$ cat src/rtl/vm_pkg.sv
// Shared types and helpers for the parametrised vending controller.
// Holds the FSM state enum, coin unit values, change-coin encodings and greedy coin selection.
package vm_pkg;

  typedef enum logic [1:0] {
    IDLE   = 2'd0,
    VEND   = 2'd1,
    PAYOUT = 2'd2
  } vm_state_e;

  // Coin values in nickel units
  localparam logic [2:0] NICKEL_U  = 3'd1;
  localparam logic [2:0] DIME_U    = 3'd2;
  localparam logic [2:0] QUARTER_U = 3'd5;

  localparam logic [1:0] CHG_NONE    = 2'b00;
  localparam logic [1:0] CHG_NICKEL  = 2'b01;
  localparam logic [1:0] CHG_DIME    = 2'b10;
  localparam logic [1:0] CHG_QUARTER = 2'b11;

  // Largest coin value that still fits in the amount owed (0 when nothing is owed)
  function automatic logic [2:0] greedy_unit(input logic [15:0] v);
    if (v >= 16'(QUARTER_U))   return QUARTER_U;
    else if (v >= 16'(DIME_U)) return DIME_U;
    else if (v != 16'd0)       return NICKEL_U;
    else                       return 3'd0;
  endfunction

  function automatic logic [1:0] coin_code(input logic [2:0] u);
    case (u)
      QUARTER_U: return CHG_QUARTER;
      DIME_U:    return CHG_DIME;
      NICKEL_U:  return CHG_NICKEL;
      default:   return CHG_NONE;
    endcase
  endfunction

endpackage

$ cat src/rtl/vm_change_dispenser.sv
// Serial greedy change payout: loads an amount, then ejects one coin per cycle
// (largest that fits) and flags the coin that clears the amount with chg_done.
module vm_change_dispenser
  import vm_pkg::*;
#(
  parameter int W = 5
) (
  input  logic         clk,
  input  logic         rs,
  input  logic         load,
  input  logic [W-1:0] load_val,
  output logic [1:0]   chg_coin,
  output logic         chg_done
);

  logic [W-1:0] rem;
  logic [W-1:0] src;
  logic [2:0]   unit;

  // A load emits its first coin on the same edge, so change appears one cycle after the load
  always_comb begin
    src  = load ? load_val : rem;
    unit = greedy_unit(16'(src));
  end

  always_ff @(posedge clk or negedge rs) begin
    if (!rs) begin
      rem      <= '0;
      chg_coin <= CHG_NONE;
      chg_done <= 1'b0;
    end else begin
      rem      <= src - W'(unit);
      chg_coin <= coin_code(unit);
      chg_done <= (unit != 3'd0) && (src == W'(unit));
    end
  end

endmodule

$ cat src/rtl/vending_machine_param.sv
// Multi-product vending controller: coin credit, priced selection with deny, cancel refund
// and greedy serial change. Optional per-product stock tracking under `VM_STOCK_EN`.
module vending_machine_param
  import vm_pkg::*;
#(
  parameter int                         N_PROD     = 4,
  parameter int                         PRICE_W    = 8,
  parameter logic [N_PROD*PRICE_W-1:0]  PRICE_LIST = {8'd7, 8'd5, 8'd4, 8'd3},
  parameter int                         MAX_CREDIT = 20,
  parameter int                         STOCK_INIT = 8,
  localparam int                        SEL_W      = (N_PROD > 1) ? $clog2(N_PROD) : 1,
  localparam int                        CREDIT_W   = $clog2(MAX_CREDIT + 1)
) (
  input  logic                clk,
  input  logic                rs,
  input  logic                nickle,
  input  logic                dime,
  input  logic                quarter,
  input  logic                sel_valid,
  input  logic [SEL_W-1:0]    sel_id,
  input  logic                cancel,
`ifdef VM_STOCK_EN
  input  logic                restock,
`endif
  output logic                s,
  output logic                sel_deny,
  output logic                coin_rej,
  output logic [1:0]          chg_coin,
  output logic                chg_done,
  output logic [CREDIT_W-1:0] credit,
`ifdef VM_STOCK_EN
  output logic [N_PROD-1:0]   sold_out,
`endif
  output logic                busy
);

  localparam int ACC_W = CREDIT_W + 4;

  vm_state_e state, state_nx;

  logic nickle_q, dime_q, quarter_q;
  logic nickle_e, dime_e, quarter_e, coin_any;
  logic [ACC_W-1:0]    coin_sum, add_total;
  logic [PRICE_W-1:0]  price_sel;
  logic                sel_hit, stocked, afford, vend_ok, cancel_go, vend_fire;
  logic [CREDIT_W-1:0] credit_nx, credit_after, credit_paid;
  logic                s_nx, deny_nx, rej_nx, disp_load;

  always_comb begin
    nickle_e  = nickle & ~nickle_q;
    dime_e    = dime & ~dime_q;
    quarter_e = quarter & ~quarter_q;
    coin_any  = nickle_e | dime_e | quarter_e;
    coin_sum  = ACC_W'(nickle_e ? NICKEL_U : 3'd0) + ACC_W'(dime_e ? DIME_U : 3'd0)
              + ACC_W'(quarter_e ? QUARTER_U : 3'd0);
    add_total = ACC_W'(credit) + coin_sum;
  end

`ifdef VM_STOCK_EN
  localparam int STK_W = (STOCK_INIT > 0) ? $clog2(STOCK_INIT + 1) : 1;
  logic [STK_W-1:0] stock    [N_PROD];
  logic [STK_W-1:0] stock_nx [N_PROD];
`endif

  // Out-of-range indices never hit, so they fall through to a deny
  always_comb begin
    sel_hit   = 1'b0;
    price_sel = '0;
    stocked   = 1'b1;
    for (int i = 0; i < N_PROD; i++) begin
      if (32'(sel_id) == i) begin
        sel_hit   = 1'b1;
        price_sel = PRICE_LIST[i*PRICE_W +: PRICE_W];
`ifdef VM_STOCK_EN
        stocked   = (stock[i] != '0);
`endif
      end
    end
    afford       = {{PRICE_W{1'b0}}, credit} >= {{CREDIT_W{1'b0}}, price_sel};
    vend_ok      = sel_hit & afford & stocked;
    credit_after = CREDIT_W'({{PRICE_W{1'b0}}, credit} - {{CREDIT_W{1'b0}}, price_sel});
    credit_paid  = credit - CREDIT_W'(greedy_unit(16'(credit)));
  end

  // IDLE resolves cancel, then selection, then coins; busy states reject every coin edge
  always_comb begin
    state_nx  = state;
    credit_nx = credit;
    s_nx      = 1'b0;
    deny_nx   = 1'b0;
    rej_nx    = 1'b0;
    cancel_go = 1'b0;
    vend_fire = 1'b0;
    disp_load = 1'b0;
    case (state)
      IDLE: begin
        if (cancel && (credit != '0)) begin
          cancel_go = 1'b1;
          disp_load = 1'b1;
          rej_nx    = coin_any;
          state_nx  = PAYOUT;
          credit_nx = credit_paid;
        end else if (sel_valid) begin
          rej_nx = coin_any;
          if (vend_ok) begin
            vend_fire = 1'b1;
            s_nx      = 1'b1;
            state_nx  = VEND;
            credit_nx = credit_after;
          end else begin
            deny_nx = 1'b1;
          end
        end else if (coin_any) begin
          if (add_total <= ACC_W'(MAX_CREDIT)) credit_nx = CREDIT_W'(add_total);
          else                                 rej_nx    = 1'b1;
        end
      end
      VEND: begin
        rej_nx = coin_any;
        if (credit != '0) begin
          disp_load = 1'b1;
          state_nx  = PAYOUT;
          credit_nx = credit_paid;
        end else begin
          state_nx = IDLE;
        end
      end
      PAYOUT: begin
        rej_nx    = coin_any;
        credit_nx = credit_paid;
        if (chg_done) state_nx = IDLE;
      end
      default: state_nx = IDLE;
    endcase
  end

  always_ff @(posedge clk or negedge rs) begin
    if (!rs) begin
      state     <= IDLE;
      credit    <= '0;
      nickle_q  <= 1'b0;
      dime_q    <= 1'b0;
      quarter_q <= 1'b0;
      s         <= 1'b0;
      sel_deny  <= 1'b0;
      coin_rej  <= 1'b0;
      busy      <= 1'b0;
    end else begin
      state     <= state_nx;
      credit    <= credit_nx;
      nickle_q  <= nickle;
      dime_q    <= dime;
      quarter_q <= quarter;
      s         <= s_nx;
      sel_deny  <= deny_nx;
      coin_rej  <= rej_nx;
      busy      <= (state_nx != IDLE);
    end
  end

`ifdef VM_STOCK_EN
  // Restock wins over a same-cycle vend decrement
  always_comb begin
    for (int i = 0; i < N_PROD; i++) begin
      stock_nx[i] = stock[i];
      if ((state == IDLE) && restock)
        stock_nx[i] = STK_W'(STOCK_INIT);
      else if (vend_fire && (32'(sel_id) == i))
        stock_nx[i] = stock[i] - 1'b1;
    end
  end

  always_ff @(posedge clk or negedge rs) begin
    if (!rs) begin
      sold_out <= '0;
      for (int i = 0; i < N_PROD; i++) stock[i] <= STK_W'(STOCK_INIT);
    end else begin
      for (int i = 0; i < N_PROD; i++) begin
        stock[i]    <= stock_nx[i];
        sold_out[i] <= (stock_nx[i] == '0);
      end
    end
  end
`endif

  vm_change_dispenser #(.W(CREDIT_W)) u_change (
    .clk      (clk),
    .rs       (rs),
    .load     (disp_load),
    .load_val (credit),
    .chg_coin (chg_coin),
    .chg_done (chg_done)
  );

endmodule
$ cat config.mk
export PLATFORM = sky130hd
export DESIGN_NAME = vending_machine_param
export DESIGN_NICKNAME = d
export VERILOG_FILES = /design/src/rtl/vm_pkg.sv /design/src/rtl/vm_change_dispenser.sv /design/src/rtl/vending_machine_param.sv
export SDC_FILE = /design/constraint.sdc
export NUM_CORES = 1
export LEC_CHECK = 0
export ABC_CLOCK_PERIOD_IN_PS = 3200
export CAP_MARGIN = 20
export CELL_PAD_IN_SITES_DETAIL_PLACEMENT = 1
export CELL_PAD_IN_SITES_GLOBAL_PLACEMENT = 1
export CORE_MARGIN = 2
export CORE_UTILIZATION = 30
export DETAILED_ROUTE_END_ITERATION = 12
export GPL_TIMING_DRIVEN = 0
export HOLD_SLACK_MARGIN = 0.1
export MAX_ROUTING_LAYER = met4
export PLACE_DENSITY_LB_ADDON = 0.25
export SYNTH_ARGS = -nofsm -noshare
export SYNTH_HDL_FRONTEND = slang
export SYNTH_HIERARCHICAL = 1
export SYNTH_SLANG_ARGS = --single-unit
export TNS_END_PERCENT = 50
$ cat constraint.sdc
create_clock -name clk -period 3.2 [get_ports clk]
set_input_delay 0.96 -clock clk [delete_from_list [all_inputs] [get_ports clk]]
set_output_delay 0.96 -clock clk [all_outputs]
set_load 0.02 [all_outputs]
# After elaboration in Yosys (flattened, before gate mapping)
# Index checks and enable logic that the tools add are counted.
op_classes:
  n_addsub: 6
  multipliers: 0
  n_div: 0
  n_lt_le_gt_ge: 6
  eq_ne: 13
  shift: 0
  mux: 48
  n_bitwise: 9
  n_reduce_logical: 11
ops:
  columns: ["operator", "count"]
  rows:
  - ["5-bit 2-to-1 mux", 7]
  - ["8-bit 2-to-1 mux", 3]
  - ["1-bit 2-to-1 mux", 21]
  - ["2-bit 2-to-1 mux", 8]
  - ["5-bit case mux with 3 select lines", 1]
  - ["3-bit 2-to-1 mux", 4]
  - ["4-bit inequality test (second input constant)", 3]
  - ["2-bit case mux with 3 select lines", 2]
  - ["5-bit by 2-bit greater-or-equal comparator with 1-bit output (second input constant)", 2]
  - ["5-bit by 3-bit greater-or-equal comparator with 1-bit output (second input constant)", 2]
  - ["5-bit nonzero test", 2]
  - ["5-bit by 3-bit subtractor with 5-bit output", 2]
  - ["5-bit by 8-bit greater-or-equal comparator with 1-bit output", 1]
  - ["5-bit by 4-bit adder with 6-bit output", 1]
  - ["2-bit == test (second input constant)", 3]
  - ["6-bit by 5-bit <= comparator with 1-bit output (second input constant)", 1]
  - ["3-bit nonzero test", 2]
  - ["5-bit by 3-bit == test with 1-bit output", 1]
  - ["5-bit AND reduction", 1]
  - ["5-bit subtractor", 1]
  - ["3-bit by 3-bit adder with 4-bit output", 1]
  - ["1-bit bitwise AND", 4]
  - ["2-bit by 1-bit == test with 1-bit output (second input constant)", 2]
  - ["2-bit logical NOT", 2]
  - ["other kinds (11)", 16]
word_totals:
  regBits: 22
  latch_bits: 0
  ramBits: 0
  mem_bits_ro: 0
  input_bits: 9
  out_inout_bits: 12
  mem_count: 0

# Depth between registers and ports, before layout
logic_depth:
  ltp_word: 12
  depth_mapped: 14
  depth_no_buf: 14

# Hierarchy
# Netlist, hierarchy kept.
modules_own_cells:
  columns: ["module", "instances", "cells_per_inst", "area_each_um2", "seq_area_each_um2"]
  rows:
  - ["vending_machine_param", 1, 147, 1377.6, 350.3]
  - ["vm_change_dispenser", 1, 50, 535.5, 200.2]

# Worst setup path before layout
# OpenSTA, ideal clock, no wires.
synth_timing:
  kind: "input to register"
  start: "input nickle"
  end: "register credit[0]"
  arrival_ps: 3213
  t_required_ps: 3072
  slack_ps: -141
  path_stages: 9
  cell_sequence: "nand2b_1 -> fa_1 -> fa_1 -> nand4b_1 -> or4_1 -> o211ai_1 -> o21bai_1 -> a21oi_2 -> mux2_1"
synth_via:
  elab_chain_len: 10
  word_cells_on_any_way: 16
  classes_between: "add/sub (3); order compare (1); eq/ne (2); mux (6); bitwise (3); reduce/logical (1)"
synth_lines:
  columns: ["item", "line", "rtl"]
  rows:
  - ["from (decl)", "vending_machine_param.sv:16", "input logic nickle,"]
  - ["1-bit bitwise AND (*)", "vending_machine_param.sv:50", "nickle_e = nickle & ~nickle_q;"]
  - ["branches (longest 9 deep; another with 5-bit by 4-bit adder with 6-bit output)", null, null]
  - ["to (signal assigned)", "vending_machine_param.sv:150", "credit <= credit_nx;"]
  - ["to (decl)", "vending_machine_param.sv:30", "output logic [CREDIT_W-1:0] credit,"]
# Every way passes the cells marked *. The select of a mux whose other input is x is not followed.
# A chain may end at the register's enable or synchronous reset.

# Worst setup path in the final report
layout_timing:
  start: "input quarter"
  end: "register credit[2]"
layout_via:
  elab_chain_len: 9
  word_cells_on_any_way: 14
  classes_between: "add/sub (2); order compare (1); eq/ne (2); mux (6); bitwise (2); reduce/logical (1)"
layout_lines:
  columns: ["item", "line", "rtl"]
  rows:
  - ["from (decl)", "vending_machine_param.sv:18", "input logic quarter,"]
  - ["1-bit bitwise AND (*)", "vending_machine_param.sv:52", "quarter_e = quarter & ~quarter_q;"]
  - ["branches (longest 8 deep; another with 5-bit by 4-bit adder with 6-bit output)", null, null]
# Marks and branches as above.

==> flow_summary.yaml <==
cells_and_area:
  fin_area_sq_um: 2540
  num-nets-final: 273
  area_delta_synth_final_pct: 32.9
  antennaDiodeCount: 0
  drive_above_1_share: 0.282
  final_core_util: 0.407
  instances_no_fill: 315
  nFillCells: 724
pwr:
  power_density_nw_per_um2: 1160
  max-vdd-ir-drop_mv: 0.398
  p_leak_nw: 1.13
global_routing:
  grt.total_usage: 0.152
  overflow: 0
  grt_pass1_wl_microns: 8340
  antenna_found_initial: 0
  grt_pass1_vias: 1701
  grt_start_max_net_pins: 23
sta:
  fmax_mhz: 312
  skew_ps: 13.4
  setup_viol: 2
  layout_setup_ws_ps: -6.99
  hold_viol: 0
  relSlewSlack: 0.569
  worstMarginPinSlew_ps: 646
  holdWs_ps: 586
  final_max_slew_viol_count: 0
  min_period_over_period: 1.00
  grt_setup_unrepaired: "true"
  period_needed_ps: 3210
yosys:
  yosysUniqueCellTypes: 51
  synth_flop_cell: "dfrtp_1"
  yosysSeqAreaShare: 0.288
  yosysTopAreaCellShare: 0.288
  synth_common_cells: "22 x dfrtp_1, 20 x ha_1, 20 x inv_1"
  avgSynthCellArea_sq_um: 9.71
  synth_edf_count: 0
  synth_nets: 231
  ys_ff_latch: 22
  ys_async_sr_fraction: 1.00
  synth_cells: 197
  synth_most_common_cell: "dfrtp_1"
  ys.warnings.count: 6
  yosysTopAreaCell: "dfrtp_1"
  synth_area_leaders: "dfrtp_1 29%, ha_1 13%, fa_1 5.2%"
  synth_area_sq_um: 1910
clocking:
  clockRootBuffer: "clkbuf_8"
  cts_made_buffers: 3
  cts.sinks: 22
  cts_max_level: 1
  clk_pin_slew_ps: 90
  cts_tree: "built"
  clockBufferDepth: 2
  worstSkewPairLatency_ps: 270
route:
  viasPerCell: 5.00
  drtIter0Drc: 61
  wl_microns: 4960
  drc: 0
  drt_first_pass_iters: 4
  vias: 1576
  wire_per_inst_microns: 15.8
  drtAntennaViolNets: 0
run:
  max-cap-violations: 0
worst_setup_path:
  path_max_fanout: 4
  cp.required_ps: 3350
  critical_path.endpoint_type: "register"
  rr_worst_depth: 9
  r2r_slack_ps: 140
  crit_type: "in2reg"
  arrival_ps: 3350
  timing.rr.end: "credit[2]"
  rr_startpoint: "credit[0]"
  start_kind: "primary input"
outcome:
  outcome: "finished with violations"
  violations: "negative setup slack"
hold_path:
  holdCritStartpoint: "u_change/chg_done"
  hold_end: "state[0]"
  hp-class: "reg2reg"
  min_path_cells: 3
placement:
  dp_hpwl_microns: 3600
  postPlaceCellArea_sq_um: 2220
  routabilityCongestion: 0.791
  portBuffers: 19
  placed_cells: 293
  post-place-ws_ps: -850
floorplan:
  die_x_microns: 83.9
  core_area_sq_um: 6240
  io_pins: 21
  die_y_microns: 83.9
  placementRows: 29
  start_util: 0.307
  dieArea_sq_um: 7030
## worst max-delay path: stages
cell      delay [ps]
buf_8             80
nand2b_4          60
fa_2             380
fa_2             380
nand4b_1         190
or4_4            430
o211ai_1         160
o21bai_2         150
a21oi_4          240
mux2_4           320
## worst max-delay path by stage
stage / startpoint / end / slack, ps / cells past startpoint
after floorplan: nickle / credit[0] / -40 / 9
after global placement: quarter / credit[2] / -830 / 10
after detailed placement: quarter / credit[0] / -850 / 10
after CTS: sel_id[1] / credit[0] / 7 / 15
after global routing: quarter / credit[2] / -80 / 10
final: quarter / credit[2] / -7 / 10
## placed cells by master (no fill, tap or decap), types with 4 or more instances in the layout
cell type	instances
mux2i_1	7
buf_6	5
o211ai_1	4
nand2_1	10
nor2_1	12
xor2_1	5
nor2b_1	6
ha_1	16
nand2b_1	5
dfrtp_1	21
clkdlybuf4s50_1	13
buf_4	18
a21oi_1	8
o21ai_0	11
inv_1	18
mux2_4	4
## routing by layer
metal,GRT usage,share of wire
met1,0.202,0.47
met2,0.244,0.48
met3,0.0297,0.039
met4,0.0264,0.010
met5,-,0
## what timing repair did
item                                    4_1_cts  5_1_grt
buffers inserted                             10        7
hold endpoints to repair                      0        0
hold buffers                                  0        0
endpoints found under the setup margin       12        7
resized for setup                            36       14
pin swaps                                    11       12
## stage by stage
step / power [mW] / setup TNS [ps]
after floorplan: 1.88 / -79.7
after global placement: 2.36 / -7320
after detailed placement: 2.38 / -7480
after CTS: 2.84 / 0
after global routing: 3.22 / -396
final: 2.94 / -12.5
## flip-flops by register name (all words and copies together), names as in the netlist
signal / cells
dime_q: 1
sel_deny: 1
credit: 5
u_change/chg_coin: 2
state: 2
s: 1
u_change/rem: 5
coin_rej: 1
u_change/chg_done: 1
quarter_q: 1
busy: 1
nickle_q: 1
## cells by family after synthesis
family          after synthesis  share of synthesized area
buf+inv                      24                     0.0589
xor+xnor                      7                     0.0320
flops                        22                      0.288
mux                          12                     0.0713
fa+ha+maj                    25                      0.183
compound gates               49                      0.198
simple gates                 58                      0.169
## report_power, final
part	internal [mW]	switching [mW]	total (mW)	leakage, nW
clock	0.167	0.0978	0.265	0.0357
sequential	0.404	0.139	0.543	0.260
combinational	1.03	1.11	2.13	0.832
## layout make-up
cell class	count	area (sq um)	area share
inverters	20	77.6	0.0305
clock inverters	1	30.0	0.0118
flip-flops and latches	22	552	0.217
repair buffers	37	332	0.130
plain buffers	4	37.5	0.0148
multi-input cells	151	1380	0.541
clock buffers	3	41.3	0.0162
well taps	77	96.3	0.0379
Power figures use the tool's default switching activity.
